<file path="config.mk">
export PLATFORM = sky130hd
export DESIGN_NAME = ahb_sram_slave
export DESIGN_NICKNAME = d
export VERILOG_FILES = /design/src/rtl/ahb_pkg.sv /design/src/rtl/ahb_slave_mem.sv /design/src/rtl/ahb_sram_slave.sv
export SDC_FILE = /design/constraint.sdc
export NUM_CORES = 2
export LEC_CHECK = 0
export BUFFER_PORTS_ARGS = -buffer_cell sky130_fd_sc_hd__buf_2
export CAP_MARGIN = 20
export CORE_MARGIN = 1
export CORE_UTILIZATION = 35
export CTS_CLUSTER_DIAMETER = 30
export DETAILED_ROUTE_END_ITERATION = 16
export GPL_TIMING_DRIVEN = 0
export HOLD_SLACK_MARGIN = 0.12
export PLACE_DENSITY_LB_ADDON = 0.3
export SYNTH_ARGS = -nofsm -noshare
export SYNTH_HDL_FRONTEND = slang
export SYNTH_SLANG_ARGS = --single-unit
export TNS_END_PERCENT = 100
</file>
<file path="constraint.sdc">
create_clock -name HCLK -period 4 [get_ports HCLK]
set_input_delay 0.4 -clock HCLK [delete_from_list [all_inputs] [get_ports HCLK]]
set_output_delay 0.4 -clock HCLK [all_outputs]
set_load 0.005 [all_outputs]
</file>
<file path="src/rtl/ahb_pkg.sv">
// Shared AHB-Lite constants, response codes and slave FSM state encoding.
//   ADDR_W / DATA_W : bus address and data widths
//   HTRANS_*        : transfer type encodings
//   RESP_*          : HRESP codes
//   state_t         : data-phase sequencer states
package ahb_pkg;

  localparam int unsigned ADDR_W = 21;
  localparam int unsigned DATA_W = 8;
  localparam int unsigned BYTE_AW = 8;

  localparam logic [1:0] HTRANS_IDLE   = 2'b00;
  localparam logic [1:0] HTRANS_BUSY   = 2'b01;
  localparam logic [1:0] HTRANS_NONSEQ = 2'b10;
  localparam logic [1:0] HTRANS_SEQ    = 2'b11;

  localparam logic RESP_OKAY  = 1'b0;
  localparam logic RESP_ERROR = 1'b1;

  typedef enum logic [1:0] {
    ST_IDLE,
    ST_WAIT,
    ST_ERR1,
    ST_ERR2
  } state_t;

endpackage

</file>
<file path="src/rtl/ahb_slave_mem.sv">
// Byte-wide storage array: synchronous write, combinational read.
//   clk     : clock
//   we      : write enable, commits wdata at waddr on the rising edge
//   waddr   : write address
//   wdata   : write data
//   raddr   : read address
//   rdata_c : combinational read data
module ahb_slave_mem
  import ahb_pkg::*;
#(
  parameter int unsigned DEPTH = 256,
  parameter int unsigned AW    = 8
) (
  input  logic              clk,
  input  logic              we,
  input  logic [AW-1:0]     waddr,
  input  logic [DATA_W-1:0] wdata,
  input  logic [AW-1:0]     raddr,
  output logic [DATA_W-1:0] rdata_c
);

  logic [DATA_W-1:0] mem [DEPTH];

  // Contents are deliberately not reset.
  always_ff @(posedge clk) begin
    if (we) begin
      mem[waddr] <= wdata;
    end
  end

  assign rdata_c = mem[raddr];

endmodule

</file>
<file path="src/rtl/ahb_sram_slave.sv">
// AHB-Lite byte SRAM slave with programmable wait states and an
// out-of-range ERROR response.
//   HCLK, HRESET : clock, synchronous active-high reset
//   HSEL, HADDR, HWRITE, HTRANS, HREADY : address phase inputs
//   HWDATA       : write data (data phase)
//   HRDATA       : read data, held between read completions
//   HREADYOUT    : slave ready
//   HRESP        : 0 = OKAY, 1 = ERROR
module ahb_sram_slave
  import ahb_pkg::*;
#(
  parameter int unsigned WAIT_STATES = 1,
  parameter int unsigned MEM_DEPTH   = 256
) (
  input  logic              HCLK,
  input  logic              HRESET,
  input  logic              HSEL,
  input  logic [ADDR_W-1:0] HADDR,
  input  logic              HWRITE,
  input  logic [1:0]        HTRANS,
  input  logic [DATA_W-1:0] HWDATA,
  input  logic              HREADY,
  output logic [DATA_W-1:0] HRDATA,
  output logic              HREADYOUT,
  output logic              HRESP
);

  localparam int unsigned MEM_AW = (MEM_DEPTH > 1) ? $clog2(MEM_DEPTH) : 1;
  localparam logic [2:0]  WS     = 3'(WAIT_STATES);

  state_t               state_q, state_d;
  logic [2:0]           cnt_q, cnt_d;
  logic [BYTE_AW-1:0]   addr_q;
  logic                 write_q;
  logic                 valid_q;
  logic                 ok_q;

  logic                 capture_c;
  logic                 in_range_c;
  logic                 final_c;
  logic                 we_c;
  logic                 load_rd_c;
  logic [BYTE_AW-1:0]   rd_addr_c;
  logic [DATA_W-1:0]    mem_rdata_c;
  logic [DATA_W-1:0]    rd_next_c;

  assign capture_c  = HSEL && HREADY &&
                      ((HTRANS == HTRANS_NONSEQ) || (HTRANS == HTRANS_SEQ));
  assign in_range_c = (HADDR[ADDR_W-1:BYTE_AW] == '0) &&
                      ({1'b0, HADDR[BYTE_AW-1:0]} < 9'(MEM_DEPTH));

  // IDLE with a live in-range transfer is the final (HREADYOUT=1) data cycle;
  // transfers needing wait states or errors leave IDLE on their capture edge.
  assign final_c = (state_q == ST_IDLE) && valid_q && ok_q;
  assign we_c    = final_c && write_q && !HRESET;

  // Forward write data when a read completes on the cycle after a write to
  // the same byte (only reachable with zero wait states).
  assign rd_next_c = (we_c && (addr_q == rd_addr_c)) ? HWDATA : mem_rdata_c;

  // State register
  always_ff @(posedge HCLK) begin
    if (HRESET) begin
      state_q <= ST_IDLE;
    end else begin
      state_q <= state_d;
    end
  end

  // Next state, wait counter and read-load decision
  always_comb begin
    state_d   = state_q;
    cnt_d     = cnt_q;
    load_rd_c = 1'b0;
    rd_addr_c = addr_q;
    case (state_q)
      ST_IDLE, ST_ERR2: begin
        state_d = ST_IDLE;
        if (capture_c) begin
          if (!in_range_c) begin
            state_d = ST_ERR1;
          end else if (WS == 3'd0) begin
            load_rd_c = !HWRITE;
            rd_addr_c = HADDR[BYTE_AW-1:0];
          end else begin
            state_d = ST_WAIT;
            cnt_d   = WS;
          end
        end
      end
      ST_WAIT: begin
        cnt_d = cnt_q - 3'd1;
        if (cnt_q <= 3'd1) begin
          state_d   = ST_IDLE;
          cnt_d     = 3'd0;
          load_rd_c = !write_q;
        end
      end
      ST_ERR1: state_d = ST_ERR2;
      default: state_d = ST_IDLE;
    endcase
  end

  // Address-phase capture, counter and registered bus outputs
  always_ff @(posedge HCLK) begin
    if (HRESET) begin
      cnt_q     <= 3'd0;
      valid_q   <= 1'b0;
      addr_q    <= '0;
      write_q   <= 1'b0;
      ok_q      <= 1'b0;
      HRDATA    <= '0;
      HREADYOUT <= 1'b1;
      HRESP     <= RESP_OKAY;
    end else begin
      cnt_q <= cnt_d;
      if (HREADY) begin
        valid_q <= capture_c;
        if (capture_c) begin
          addr_q  <= HADDR[BYTE_AW-1:0];
          write_q <= HWRITE;
          ok_q    <= in_range_c;
        end
      end
      HREADYOUT <= !((state_d == ST_WAIT) || (state_d == ST_ERR1));
      HRESP     <= ((state_d == ST_ERR1) || (state_d == ST_ERR2)) ? RESP_ERROR : RESP_OKAY;
      if (load_rd_c) begin
        HRDATA <= rd_next_c;
      end
    end
  end

  ahb_slave_mem #(
    .DEPTH (MEM_DEPTH),
    .AW    (MEM_AW)
  ) u_mem (
    .clk     (HCLK),
    .we      (we_c),
    .waddr   (MEM_AW'(addr_q)),
    .wdata   (HWDATA),
    .raddr   (MEM_AW'(rd_addr_c)),
    .rdata_c (mem_rdata_c)
  );

endmodule

</file>
==> impl_summary.log <==
[metrics] nets in the synthesized netlist: between 3000 and 4000
[metrics] setup-violating endpoint count in the final report: between 600 and 700
[metrics] Starting Density: a little over a third
[metrics] sort of element at the end of the critical path: register
[metrics] DRT antenna net count: 0
[metrics] Tightest Hold Check Type: input pin to register
[metrics] gp weighted congestion: about 1
[metrics] type of the setup path with the least slack: register to register
[metrics] fill cell count: between 15000 and 20000
[metrics] crit-path leading delay family: buffers and inverters
[metrics] Yosys warning total: 0
[metrics] Reg2Reg Setup Slack: -260 ps
[metrics] Main synth FF type: sky130_fd_sc_hd__edfxtp_1
[metrics] Min Clock Period, post-route: 4265 ps
[metrics] synth unique cells: 78
[metrics] maximum capacitance violations: 0
[metrics] routed length per placed instance: between 30 and 40 um
[metrics] total vias in the final route: approximately 46000
[metrics] most common cell type on the critical path: sky130_fd_sc_hd__buf_4
[metrics] overall overflow remaining after global route: 0
[metrics] series of cell instances along the critical path: buf_4, buf_4, nor2b_2, clkbuf_2, nand2_2, clkbuf_4, nor2_2
[metrics] HPWL after DPL: ~190 mm
[metrics] Lkg Pwr: about 0.031 uW
[metrics] fraction of synthesis flops using an asynchronous set or reset pin: 0%
[metrics] Worst EP arrival: 4820 ps
[metrics] worst-case setup margin in the final layout: -264.7 ps
[metrics] slowest library cell on the worst path: sky130_fd_sc_hd__nor2_2
[metrics] flop and latch count out of synthesis: between 2000 and 2500
[metrics] Via-to-Cell Ratio: slightly below 6
[metrics] WL final: between 200 and 300 mm
[metrics] CP Launch Type: register
[metrics] Area growth syn-to-layout: 25.47%
[metrics] wire length of the first global-routing pass: between 300 and 400 mm
[metrics] worst hold-check slack: approximately 240 ps
[metrics] top fanout value on the critical path: 10
[metrics] Global Route Usage Sum: roughly 25%
[metrics] Post-Synthesis Cell Area: 81020 um^2
[metrics] Fmax achieved: roughly 230 MHz
[metrics] Layout Cell Area excl Fill: between 100000 and 150000 um^2
[metrics] CTS H-Tree Depth: 5
[metrics] longest individual stage delay on the worst path: between 500 and 600 ps
[metrics] DR DRC count: 0
[metrics] largest net degree at the start of global routing: 154
[metrics] die span in y: approximately 480 um
[metrics] number of clock sinks: 2073
[metrics] data required time at the worst endpoint: ~4600 ps
[metrics] setup repair after global routing missed its margin: true
[metrics] most common cell after layout, fill and taps aside: sky130_fd_sc_hd__edfxtp_1
[metrics] number of synthesized flops with an enable pin: around 2000
[metrics] grt met2 use: 36.61%
[metrics] clock insertion delay at the later pin of the skew report: 1000 ps
[metrics] Cell Rows: ~180
[metrics] CTS buffer count: about 420
[metrics] clock tree root buffer cell: sky130_fd_sc_hd__clkbuf_16
[metrics] most used cells in the layout excluding fill and tap cells: sky130_fd_sc_hd__edfxtp_1 (2048), sky130_fd_sc_hd__mux4_2 (492), sky130_fd_sc_hd__clkbuf_16 (426), sky130_fd_sc_hd__mux2i_1 (151), sky130_fd_sc_hd__nor2_4 (113)
[metrics] post-placement cell area: approximately 86000 um^2
[metrics] Max-Slew Margin vs Limit: roughly 13%
[metrics] post-CTS setup buffer count: 0
[metrics] outcome: finished, violations left
[metrics] starting DRC count in detailed routing: 6944
[metrics] DRT Pass-1 Iters: 6
[metrics] synthesized instance count: roughly 3800
[metrics] clock tree from TritonCTS: built
[metrics] total die area: between 200000 and 250000 um^2
[metrics] final period utilization: 106.6%
[metrics] fin nets: 4385
[metrics] peak ir drop on the vdd network: 0.5344 mV
[metrics] Core Footprint: approximately 230000 um^2
[metrics] power density relative to cell area: approximately 610 nW/um^2
[metrics] fraction of final layout cells sized beyond drive strength 1: between 30% and 40%
[metrics] buffer depth of the longest clock path: 4
[metrics] transition at the pin with the smallest max-transition slack: roughly 1300 ps
[metrics] final worst clock skew: slightly below 90 ps
[metrics] number of global-route vias before repair: ~45000
[metrics] busiest layer in global routing: met2
[metrics] global routing usage on met1: roughly 33%
[metrics] average cell area after synthesis: ~21 um^2
[metrics] met3 capacity usage during global routing: under 10%
[metrics] violated checks: setup timing
[metrics] sequential share of the synthesized area: roughly three quarters
[metrics] hold violation count in the final report: 0
[metrics] die outline width: around 480 um
[metrics] critical path buffer and inverter count: 4
[metrics] pins over their slew limit: 0
[metrics] clk slew on worst S/H paths: approximately 50 ps
[metrics] count of boundary I/O pins: 46
[metrics] input/output buffers: between 40 and 50
[metrics] number of antenna violations at the first check in global routing: 19
==> state kept, by name, indices dropped and copies added (netlist names) <==
name / cells
u_mem.mem: 2048
HRDATA: 8
addr_q: 8
cnt_q: 3
state_q: 2
HREADYOUT: 1
ok_q: 1
valid_q: 1
write_q: 1
==> cell usage after synthesis, drive strengths merged, types with 24 or more instances <==
cell type / n / share of area (%)
edfxtp: 2048 / 76
nand3: 45 / 0.28
mux2i: 151 / 1.9
mux4: 496 / 14
nor2: 302 / 1.4
clkbuf: 68 / 0.32
buf: 158 / 1.6
a22oi: 76 / 0.70
a21oi: 45 / 0.28
nand2: 117 / 0.55
o21ai: 31 / 0.19
nor3: 24 / 0.15
dfxtp: 25 / 0.62
==> metal layers <==
metal / wire length [um] / vias to the layer above
met5: 112 / -
met4: 21040 / 14
met3: 33510 / 759
met2: 129800 / 3139
met1: 111800 / 24420
li1: - / 17220
==> path summary, 6_finish.rpt <==
check,cells past startpoint,endpoint,from
setup / recovery,7,u_mem.mem[186][1],addr_q[3]
hold / removal,4,addr_q[7],HADDR[7]
setup reg to reg,7,u_mem.mem[186][1],addr_q[3]
hold reg to reg,2,valid_q,valid_q
==> area by class of cell <==
| cell class | instances | area [um^2] | share of cell area (%) |
|---|---|---|---|
| Timing Repair Buffer | 92 | 1011 | 0.9946 |
| Clock buffer | 475 | 10840 | 10.67 |
| Tap cell | 3026 | 3786 | 3.725 |
| Sequential cell | 2073 | 62000 | 60.99 |
| Multi-Input combinational cell | 1521 | 18670 | 18.36 |
| Antenna cell | 3 | 7.507 | 0.007386 |
| Buffer | 224 | 1728 | 1.700 |
| Clock inverter | 288 | 3565 | 3.507 |
| Inverter | 10 | 40.04 | 0.03939 |
==> worst reg2reg max path: stages, from the launching register on <==
cell and delay [ps]:
sky130_fd_sc_hd__dfxtp_1 500, sky130_fd_sc_hd__buf_4 370, sky130_fd_sc_hd__buf_4 440, sky130_fd_sc_hd__nor2b_2 560
sky130_fd_sc_hd__clkbuf_2 460, sky130_fd_sc_hd__nand2_2 390, sky130_fd_sc_hd__clkbuf_4 550, sky130_fd_sc_hd__nor2_2 610
==> stage by stage <==
| step | worst slack, ps | cells | setup TNS (ps) | power [uW] | utilization (%) |
|---|---|---|---|---|---|
| after detailed placement | -1801 | 6921 | -1854330 | 26170 | 37.19 |
| final | -264.7 | 7712 | -44020 | 61580 | 44.17 |
| after global placement | -2088 | 6899 | -3475820 | 26180 | 36.94 |
| after floorplan | 1425 | 3830 | 0 | 25040 | - |
| after CTS | -100.3 | 7709 | -982.4 | 61590 | 44.07 |
| after global routing | -129.9 | 7710 | -7226 | 62680 | 44.17 |
==> logic make-up after synthesis <==
logic type | Yosys count | synth area share, %
adders and majority gates | 5 | 0.07722
DFF | 2073 | 76.53
muxes | 666 | 15.94
buffers and inverters | 236 | 1.938
AOI/OAI and AO/OA | 273 | 2.392
and+or+nand+nor | 577 | 3.123
==> report_power, final <==
| part | total (uW) | internal [uW] | switching, uW |
|---|---|---|---|
| Clock | 35700 | 24100 | 11600 |
| Sequential | 23900 | 23900 | 6.59 |
| Combinational | 1950 | 534 | 1410 |
| Total | 61600 | 48500 | 13100 |
==> what timing repair did <==
item                                    in CTS  in global routing
hold buffers                                27                  0
endpoints found under the setup margin    2016                472
resized for setup                          345                 67
endpoints found under the hold margin      792                  0
gates cloned                                 0                  0
Power figures use the tool's default switching activity.
